$ cat config.mk
export PLATFORM = sky130hd
export DESIGN_NAME = fetch_stage
export DESIGN_NICKNAME = d
export VERILOG_FILES = /design/src/rtl/nes_cpu_pkg.sv /design/src/rtl/opcode_len.sv /design/src/rtl/fetch_stage.sv
export SDC_FILE = /design/constraint.sdc
export NUM_CORES = 1
export LEC_CHECK = 0
export BUFFER_PORTS_ARGS = -buffer_cell sky130_fd_sc_hd__buf_2
export CAP_MARGIN = 20
export CORE_AREA = 3 3 135 124
export CTS_CLUSTER_SIZE = 25
export DETAILED_ROUTE_END_ITERATION = 7
export DIE_AREA = 0 0 138 127
export PLACE_DENSITY = 0.47
export SETUP_SLACK_MARGIN = 0.3
export SYNTH_ARGS = -nofsm -noshare
export SYNTH_HDL_FRONTEND = slang
export SYNTH_SLANG_ARGS = --single-unit
$ cat constraint.sdc
create_clock -name clk -period 2 [get_ports clk]
set_input_delay 0.1 -clock clk [delete_from_list [all_inputs] [get_ports clk]]
set_output_delay 0.1 -clock clk [all_outputs]
set_load 0.05 [all_outputs]
$ cat src/rtl/nes_cpu_pkg.sv
// Shared NES 6502 pipeline definitions: instruction-size table, addressing-mode
// encodings and the bit positions of the fetch-to-decode word.
package nes_cpu_pkg;

  // Fetch-to-decode word layout
  localparam int unsigned FD_WIDTH      = 24;
  localparam int unsigned FD_OPCODE_LSB = 0;
  localparam int unsigned FD_BYTE1_LSB  = 8;
  localparam int unsigned FD_BYTE2_LSB  = 16;

  // Addressing modes as seen by decode_stage
  typedef enum logic [3:0] {
    AM_IMP = 4'd0,
    AM_ACC = 4'd1,
    AM_IMM = 4'd2,
    AM_ZP  = 4'd3,
    AM_ZPX = 4'd4,
    AM_ZPY = 4'd5,
    AM_ABS = 4'd6,
    AM_ABX = 4'd7,
    AM_ABY = 4'd8,
    AM_IND = 4'd9,
    AM_IZX = 4'd10,
    AM_IZY = 4'd11,
    AM_REL = 4'd12,
    AM_ILL = 4'd13
  } addr_mode_e;

  // Instruction byte count, row = opcode[7:4], column = opcode[3:0] (0..14).
  // 0 marks an opcode the core does not implement.
  localparam logic [1:0] INSTR_SIZE_TBL [16][15] = '{
    '{2'd1,2'd2,2'd0,2'd0,2'd0,2'd2,2'd2,2'd0,2'd1,2'd2,2'd1,2'd0,2'd0,2'd3,2'd3}, // 0x
    '{2'd2,2'd2,2'd0,2'd0,2'd0,2'd2,2'd2,2'd0,2'd1,2'd3,2'd0,2'd0,2'd0,2'd3,2'd3}, // 1x
    '{2'd3,2'd2,2'd0,2'd0,2'd2,2'd2,2'd2,2'd0,2'd1,2'd2,2'd1,2'd0,2'd3,2'd3,2'd3}, // 2x
    '{2'd2,2'd2,2'd0,2'd0,2'd0,2'd2,2'd2,2'd0,2'd1,2'd3,2'd0,2'd0,2'd0,2'd3,2'd3}, // 3x
    '{2'd1,2'd2,2'd0,2'd0,2'd0,2'd2,2'd2,2'd0,2'd1,2'd2,2'd1,2'd0,2'd3,2'd3,2'd3}, // 4x
    '{2'd2,2'd2,2'd0,2'd0,2'd0,2'd2,2'd2,2'd0,2'd1,2'd3,2'd0,2'd0,2'd0,2'd3,2'd3}, // 5x
    '{2'd1,2'd2,2'd0,2'd0,2'd0,2'd2,2'd2,2'd0,2'd1,2'd2,2'd1,2'd0,2'd3,2'd3,2'd3}, // 6x
    '{2'd2,2'd2,2'd0,2'd0,2'd0,2'd2,2'd2,2'd0,2'd1,2'd3,2'd0,2'd0,2'd0,2'd3,2'd3}, // 7x
    '{2'd0,2'd2,2'd0,2'd0,2'd2,2'd2,2'd2,2'd0,2'd1,2'd0,2'd1,2'd0,2'd3,2'd3,2'd3}, // 8x
    '{2'd2,2'd2,2'd0,2'd0,2'd2,2'd2,2'd2,2'd0,2'd1,2'd3,2'd1,2'd0,2'd0,2'd3,2'd0}, // 9x
    '{2'd2,2'd2,2'd2,2'd0,2'd2,2'd2,2'd2,2'd0,2'd1,2'd2,2'd1,2'd0,2'd3,2'd3,2'd3}, // Ax
    '{2'd2,2'd2,2'd0,2'd0,2'd2,2'd2,2'd2,2'd0,2'd1,2'd3,2'd1,2'd0,2'd3,2'd3,2'd3}, // Bx
    '{2'd2,2'd2,2'd0,2'd0,2'd2,2'd2,2'd2,2'd0,2'd1,2'd2,2'd1,2'd0,2'd3,2'd3,2'd3}, // Cx
    '{2'd2,2'd2,2'd0,2'd0,2'd0,2'd2,2'd2,2'd0,2'd1,2'd3,2'd0,2'd0,2'd0,2'd3,2'd3}, // Dx
    '{2'd2,2'd2,2'd0,2'd0,2'd2,2'd2,2'd2,2'd0,2'd1,2'd2,2'd1,2'd0,2'd3,2'd3,2'd3}, // Ex
    '{2'd2,2'd2,2'd0,2'd0,2'd0,2'd2,2'd2,2'd0,2'd1,2'd3,2'd0,2'd0,2'd0,2'd3,2'd3}  // Fx
  };

  // Byte count of an opcode; column 15 holds no implemented opcodes.
  function automatic logic [1:0] instr_size(input logic [7:0] opcode);
    logic [1:0] size;
    if (opcode[3:0] == 4'hF) begin
      size = 2'd0;
    end else begin
      size = INSTR_SIZE_TBL[opcode[7:4]][opcode[3:0]];
    end
    return size;
  endfunction

endpackage

$ cat src/rtl/opcode_len.sv
// Opcode sizing: instruction length (1..3) and an unsupported-opcode flag.
// Unsupported opcodes are treated as single-byte so fetch keeps advancing.
module opcode_len
  import nes_cpu_pkg::*;
(
  input  logic [7:0] opcode,
  output logic [1:0] len,
  output logic       illegal
);

  logic [1:0] size;

  // Table lookup with illegal opcodes folded to length 1
  always_comb begin
    size    = instr_size(opcode);
    illegal = (size == 2'd0);
    len     = illegal ? 2'd1 : size;
  end

endmodule

$ cat src/rtl/fetch_stage.sv
// NES 6502 fetch stage: reads opcode and operand bytes from synchronous
// byte-wide program memory and hands packed instructions to decode over a
// valid/ready handshake. Later stages can redirect the PC at any time.
// Build option NES_RESET_VECTOR_EN: fetch the start PC from FFFC/FFFD after
// reset instead of using RESET_PC.
module fetch_stage
  import nes_cpu_pkg::*;
#(
  parameter logic [15:0] RESET_PC = 16'hC000
) (
  input  logic                clk,
  input  logic                rst,
  output logic [15:0]         mem_addr,
  output logic                mem_rd,
  input  logic [7:0]          mem_rdata,
  input  logic                redirect_valid,
  input  logic [15:0]         redirect_pc,
  output logic [FD_WIDTH-1:0] f_to_d_reg,
  output logic                f_valid,
  input  logic                d_ready,
  output logic [1:0]          f_len,
  output logic [15:0]         f_pc,
  output logic                f_illegal
);

`ifdef NES_RESET_VECTOR_EN
  typedef enum logic [2:0] {
    S_OP, S_D0, S_D1, S_D2, S_OUT, S_RV_LO, S_RV_HI, S_RV_END
  } state_e;
  localparam state_e RESET_STATE = S_RV_LO;
  localparam logic [15:0] VEC_LO_ADDR = 16'hFFFC;
  localparam logic [15:0] VEC_HI_ADDR = 16'hFFFD;
  logic [7:0] vec_lo_q;
`else
  typedef enum logic [2:0] {
    S_OP, S_D0, S_D1, S_D2, S_OUT
  } state_e;
  localparam state_e RESET_STATE = S_OP;
`endif

  state_e      state_q, state_d;
  logic [15:0] pc_q;
  logic [15:0] fpc_q;
  logic [7:0]  opcode_q, byte1_q, byte2_q;
  logic [1:0]  len_q;
  logic        ill_q;
  logic [1:0]  len_c;
  logic        ill_c;

  // Size the opcode arriving from memory during S_D0
  opcode_len u_opcode_len (
    .opcode  (mem_rdata),
    .len     (len_c),
    .illegal (ill_c)
  );

  // State register; reset beats redirect
  always_ff @(posedge clk) begin
    if (rst) begin
      state_q <= RESET_STATE;
    end else begin
      state_q <= state_d;
    end
  end

  // Next-state logic; redirect restarts fetch from any state
  always_comb begin
    state_d = state_q;
    if (redirect_valid) begin
      state_d = S_OP;
    end else begin
      case (state_q)
        S_OP:     state_d = S_D0;
        S_D0:     state_d = (len_c >= 2'd2) ? S_D1 : S_OUT;
        S_D1:     state_d = (len_q == 2'd3) ? S_D2 : S_OUT;
        S_D2:     state_d = S_OUT;
        S_OUT:    state_d = d_ready ? S_OP : S_OUT;
`ifdef NES_RESET_VECTOR_EN
        S_RV_LO:  state_d = S_RV_HI;
        S_RV_HI:  state_d = S_RV_END;
        S_RV_END: state_d = S_OP;
`endif
        default:  state_d = S_OP;
      endcase
    end
  end

  // PC and instruction capture; bytes not fetched stay cleared
  always_ff @(posedge clk) begin
    if (rst) begin
      pc_q     <= RESET_PC;
      fpc_q    <= '0;
      opcode_q <= '0;
      byte1_q  <= '0;
      byte2_q  <= '0;
      len_q    <= '0;
      ill_q    <= 1'b0;
`ifdef NES_RESET_VECTOR_EN
      vec_lo_q <= '0;
`endif
    end else if (redirect_valid) begin
      pc_q <= redirect_pc;
    end else begin
      case (state_q)
        S_D0: begin
          fpc_q    <= pc_q;
          opcode_q <= mem_rdata;
          byte1_q  <= '0;
          byte2_q  <= '0;
          len_q    <= len_c;
          ill_q    <= ill_c;
        end
        S_D1:     byte1_q <= mem_rdata;
        S_D2:     byte2_q <= mem_rdata;
        S_OUT:    if (d_ready) pc_q <= pc_q + {14'd0, len_q};
`ifdef NES_RESET_VECTOR_EN
        S_RV_HI:  vec_lo_q <= mem_rdata;
        S_RV_END: pc_q <= {mem_rdata, vec_lo_q};
`endif
        default: ;
      endcase
    end
  end

  // Memory requests and decode-facing outputs
  always_comb begin
    mem_rd   = 1'b0;
    mem_addr = pc_q;
    case (state_q)
      S_OP: mem_rd = 1'b1;
      S_D0: begin
        if (len_c >= 2'd2) begin
          mem_rd   = 1'b1;
          mem_addr = pc_q + 16'd1;
        end
      end
      S_D1: begin
        if (len_q == 2'd3) begin
          mem_rd   = 1'b1;
          mem_addr = pc_q + 16'd2;
        end
      end
`ifdef NES_RESET_VECTOR_EN
      S_RV_LO: begin
        mem_rd   = 1'b1;
        mem_addr = VEC_LO_ADDR;
      end
      S_RV_HI: begin
        mem_rd   = 1'b1;
        mem_addr = VEC_HI_ADDR;
      end
`endif
      default: ;
    endcase
    // No point issuing a read whose data would be flushed or reset away
    if (rst || redirect_valid) begin
      mem_rd   = 1'b0;
      mem_addr = '0;
    end

    f_valid    = (state_q == S_OUT);
    f_to_d_reg = '0;
    f_to_d_reg[FD_OPCODE_LSB +: 8] = opcode_q;
    f_to_d_reg[FD_BYTE1_LSB  +: 8] = byte1_q;
    f_to_d_reg[FD_BYTE2_LSB  +: 8] = byte2_q;
    f_len      = len_q;
    f_pc       = fpc_q;
    f_illegal  = ill_q;
  end

endmodule

; ---- Yosys cells after proc, flatten, opt, wreduce, memory -nomap -nowiden
; Memories as Yosys holds them, arrays and structs flattened.
; Index checks and enable logic that the tools add are counted.
[totals]
memories = 1
rom_bits = 480
word_cells = 60
output_inout_bits = 61
in_bits = 28
reg_bits = 62
[memory_table]
columns = memory, depth, word_bits, rd, rd_clocked_by_memory_dff, write_ports, line
row1 = (name not given), 16, 30, 1, 0, 0, nes_cpu_pkg.sv:56  ; size = INSTR_SIZE_TBL[opcode[7:4]][opcode[3:0]];
[op_classes]
add_sub_neg = 3
n_mux = 24
n_bitwise = 3
order_cmp = 3
n_reduce_logical = 12
n_eq_ne = 6
[ops]
columns = operator, count
row1 = $mux 16, 6
row2 = $mux 30, 2
row3 = $pmux 16 s2, 1
row4 = $pmux 8 s2, 2
row5 = $add 16x1->16 const B, 1
row6 = $add 16x2->16, 1
row7 = $add 16x2->16 const B, 1
row8 = $pmux 3 s5, 1
row9 = $ge 5x5->1 const B, 2
row10 = $not 4->5, 2
row11 = $mux 3, 3
row12 = $bmux 2 s4, 1
row13 = $mux 2, 4
row14 = $reduce_and 2->1, 4
row15 = $reduce_bool 2->1, 4
row16 = $eq 3x2->1 const B, 2
row17 = $eq 4x4->1 const B, 1
row18 = $eq 3x1->1 const B, 1
row19 = $eq 3x3->1 const B, 1
row20 = $logic_not 3->1, 1
row21 = $mux 1, 3
row22 = $pmux 1 s3, 1
row23 = $eq 2x2->1 const B, 1
row24 = $ge 2x2->1 const B, 1
row25 = 4 further kinds, 4

; ---- Longest topological paths before layout
[logic_depth]
depth_word = 14
mapped_depth = 8

; ---- By module
; A second synthesis with hierarchy kept.
[unflattened]
cells_unflattened = 456
area_unflattened_um2 = 3499.6
[by_module_without_submodules]
columns = module, area_each_um2, cells_each, instances
row1 = fetch_stage, 3220.6, 415, 1
row2 = opcode_len, 279.0, 41, 1

; ---- Least setup slack after synthesis
; OpenSTA, ideal clock, no wires.
[synth_timing]
path_type = reg2out
start = register len_q[1], in the netlist f_len[1]
end = output port mem_rd
arrival_time_ns = 2.569
path_slack_ns = -0.669
stages_incl_launch_ff = 4
path_cell_list = dfxtp_1 > nand2_1 > or2_2 > a221oi_1
[synth_via]
elab_chain_len = 4
[synth_rtl]
columns = item, line
row1 = start: declaration, fetch_stage.sv:45  ; logic [1:0] len_q;
row2 = start signal: assignment, fetch_stage.sv:110  ; len_q <= len_c;
row3 = $eq 2x2->1, fetch_stage.sv:138  ; if (len_q == 2'd3) begin
row4 = $mux 1, fetch_stage.sv:138
row5 = $pmux 1 s3, fetch_stage.sv:129  ; case (state_q)
row6 = $mux 1, fetch_stage.sv:156  ; if (rst || redirect_valid) begin
row7 = end: declaration, fetch_stage.sv:14  ; output logic mem_rd,
; Every way passes these cells.

; ---- Worst setup path in the final report
[layout_timing]
start = register state_q[0]
end = output port mem_addr[2]
[layout_via]
elab_chain_len = 3
elab_cells_between_ends = 4
[layout_rtl]
columns = item, line
row1 = start: declaration, fetch_stage.sv:41  ; state_e state_q, state_d;
row2 = start signal: assignment, fetch_stage.sv:62  ; state_q <= state_d;
row3 = $eq 3x2->1 or $eq 3x1->1 (tied branches), fetch_stage.sv:129
row4 = $pmux 16 s2 (*), fetch_stage.sv:129
row5 = $mux 16 (*), fetch_stage.sv:156
row6 = end: declaration, fetch_stage.sv:13  ; output logic [15:0] mem_addr,
; Mark *: on every way between the ends. The rest lies on a longest branch, timed or not.

==> impl_metrics.csv <==
group,metric,value,unit
pwr,power.density,544,nW/µm²
global_routing,grt_pass1_vias,4680,
placement,gp_congestion,0.876,
drt,drt_first_pass_iters,5,
pwr,p_leak,0.00267,µW
clock_tree,clk_pin_slew_worst_paths,60,ps
timing,fmax,448,MHz
setup_path,cpMaxStageDelayCell,"or4_4",
setup_path,ff2ff_path_depth,10,
placement,io_buffer_count,88,
setup_path,reg2reg_to,"pc_q[12]$_SDFFE_PP0P_",
global_routing,busiest_layer,"met2",
timing,setup_violations,17,
floorplanning,die_area,17500,µm²
yosys,synth_edf_count,0,
placement,dpl.hpwl,11500,µm
global_routing,grt_use_met3,3.78,%
yosys,synth_nets,554,
setup_path,slowest_delay,420,ps
status,violations,"hold timing, setup timing",
layout,stdcell_area,6640,µm²
clock_tree,ctsHoldBuffers,0,
floorplanning,io_pins,89,
floorplanning,coreArea,15400,µm²
timing,whs,-0.454,ps
drt,ant_nets,0,
setup_path,end_kind,"output pin",
clock_tree,root_buffer,"clkbuf_16",
timing,rsz0062_at_grt,"yes",
drt,finalWirelength,15300,µm
layout,synthToLayoutAreaGrowth,74.6,%
floorplanning,start_util,24.7,%
min_path,holdCritPathClass,"input port to flip-flop",
clock_tree,h-tree-depth,3,
yosys,synth_ff_type,"dfxtp_1",
drt,viasPerCell,4.94,
placement,place_area,5390,µm²
floorplanning,die_w,138,µm
setup_path,rrSetupSlack,-10,ps
timing,slew_violations,0,
global_routing,antenna_found_initial,0,
clock_tree,clk_latency,340,ps
clock_tree,ctsLongestPathBuffers,2,
layout,diodes,0,
status,run_status,"finished, violations left",
timing,fin_crit_sh,112,%
setup_path,path_class,"flip-flop to output pin",
drt,route.detailed.drc,0,
timing,max_slew_margin,55.6,%
global_routing,grt_usage,17.3,%
timing,setup_slack,-231,ps
setup_path,path_cells,"buf_6 > nand2b_4 > or2_4 > or4_4 > a21oi_2 > a41oi_2 > o211ai_1 > buf_4",
yosys,yosysWarningCount,0,
placement,pre_cts_ws,-139,ps
yosys,synth_cells,521,
yosys,synth_cell_type_count,66,
timing,tns,-2400,ps
timing,hold_viol,1,
job,max_cap_viol_count,0,
layout,fin_nets,743,
setup_path,endpoint,"mem_addr[2]",
clock_tree,clock-sinks,62,
yosys,yosys_register_bits,62,
layout,final_cell_mix,"buf_4 (116), nand2_1 (86), buf_2 (67), a21oi_1 (51), dfxtp_1 (48)",
global_routing,grt_max_degree,27,
yosys,synth_area,3800,µm²
setup_path,crit_required,1900,ps
floorplanning,num_rows,43,
timing,worstMarginPinSlew,660,ps
yosys,seq_area_frac_synth,32.6,%
drt,avgRoutedWirePerCell,16.7,µm
global_routing,grt_overflow,0,
layout,drive_above_1_share,51.7,%
pwr,ir_drop,0.000443,V
timing,fin_skew,6.97,ps
global_routing,use_met2,28.9,%
setup_path,reg2reg_from,"pc_q[0]$_SDFFE_PP0P_",
setup_path,startpoint,"state_q[0]$_SDFF_PN0_",
global_routing,grt_pass1_wl,24800,µm
setup_path,arrival,2130,ps
global_routing,grt.met1_usage,22.8,%
layout,final_common_cell,"buf_4",
timing,fin_crit,2230,ps
yosys,synth-async-reset-ratio,0,%
drt,first_iter_violations,208,
drt,routed-via-count,4529,
clock_tree,cts_buffers,9,
clock_tree,cts_tree,"yes",
yosys,synth_area_per_cell,7.30,µm²
setup_path,worstSetupStartpointType,"flip-flop",
floorplanning,fp.dieH,127,µm
setup_path,crit_fanout,5,
==> critical path, delay by kind of cell (launching register included) <==
kind	cells	cell delay, ps
buffers and inverters	2	350
AO/OA/AOI/OAI	3	310
flip-flops	1	370
AND/OR/NAND/NOR	3	760
==> power breakdown <==
part | switching (µW) | internal [µW]
logic | 493 | 369
clock network | 586 | 864
registers | 34.8 | 1270
total | 1110 | 2500
==> sequential cells by signal, summed over array words and instances (netlist names) <==
signal and count:
f_illegal 1, opcode_q 8, byte2_q 8, f_len 2, state_q 3, pc_q 16, byte1_q 8, f_pc 16
==> worst min-delay path by stage <==
| stage | from | end | slack [ps] | cells past startpoint |
|---|---|---|---|---|
| after global routing | redirect_pc[3] | pc_q[3]$_SDFFE_PP0P_ | 6 | 3 |
| final | redirect_pc[2] | pc_q[2]$_SDFFE_PP0P_ | -0.5 | 3 |
| after floorplan | mem_rdata[2] | byte1_q[2]$_SDFFE_PP0P_ | 230 | 1 |
| after detailed placement | redirect_pc[6] | pc_q[6]$_SDFFE_PP0P_ | 340 | 3 |
| after CTS | redirect_pc[0] | pc_q[0]$_SDFFE_PP0P_ | 0.7 | 3 |
| after global placement | redirect_pc[2] | pc_q[2]$_SDFFE_PP0P_ | 330 | 3 |
==> kinds of logic after synthesis <==
group           count (synthesis)  share of synthesized area [%]
compound gates                146                           24.8
xor+xnor                       20                           4.60
fa+ha+maj                       5                           1.84
buf+inv                        56                           6.31
flops                          62                           32.6
mux                             7                           1.97
simple gates                  225                           27.9
==> cells in the mapped netlist (9+ instances only) <==
library cell  instances  area share, %
o21ai_0              14            1.8
a21oi_1              61            8.0
o211ai_1              9            1.8
nor2_1               44            4.3
nand3_1              26            3.4
nand2_1              94            9.3
buf_2                12            1.6
clkbuf_1             28            2.8
xnor2_1              11            2.5
inv_1                11            1.1
nor3_1               11            1.4
xor2_1                9            2.1
dfxtp_1              62             33
==> layout make-up <==
type | count | area, µm²
multi-input cells | 403 | 3070
clock inverters | 6 | 37.5
clock buffers | 10 | 239
inverters | 11 | 41.3
repair buffers | 223 | 1720
flip-flops and latches | 62 | 1280
fillers | 1563 | 8740
well taps | 202 | 253
==> metrics by stage <==
step	utilization, %	power, µW	instances
after global routing	43.2	3780	917
after global placement	35.0	2030	870
after CTS	39.9	3580	898
final	43.2	3620	917
after detailed placement	35.0	2040	870
after floorplan	-	1770	521
==> metal layers <==
metal | vias to the layer above | wire length (µm)
met2 | 117 | 7210
met5 | - | 0
met1 | 2165 | 7170
li1 | 2228 | -
met3 | 19 | 710
met4 | 0 | 244
==> timing repair <==
item	4_1_cts	5_1_grt
gates resized for setup	105	86
setup buffers	12	19
setup endpoints to repair	38	60
pin swaps	39	63
cloned	0	0
Power figures use the tool's default switching activity.
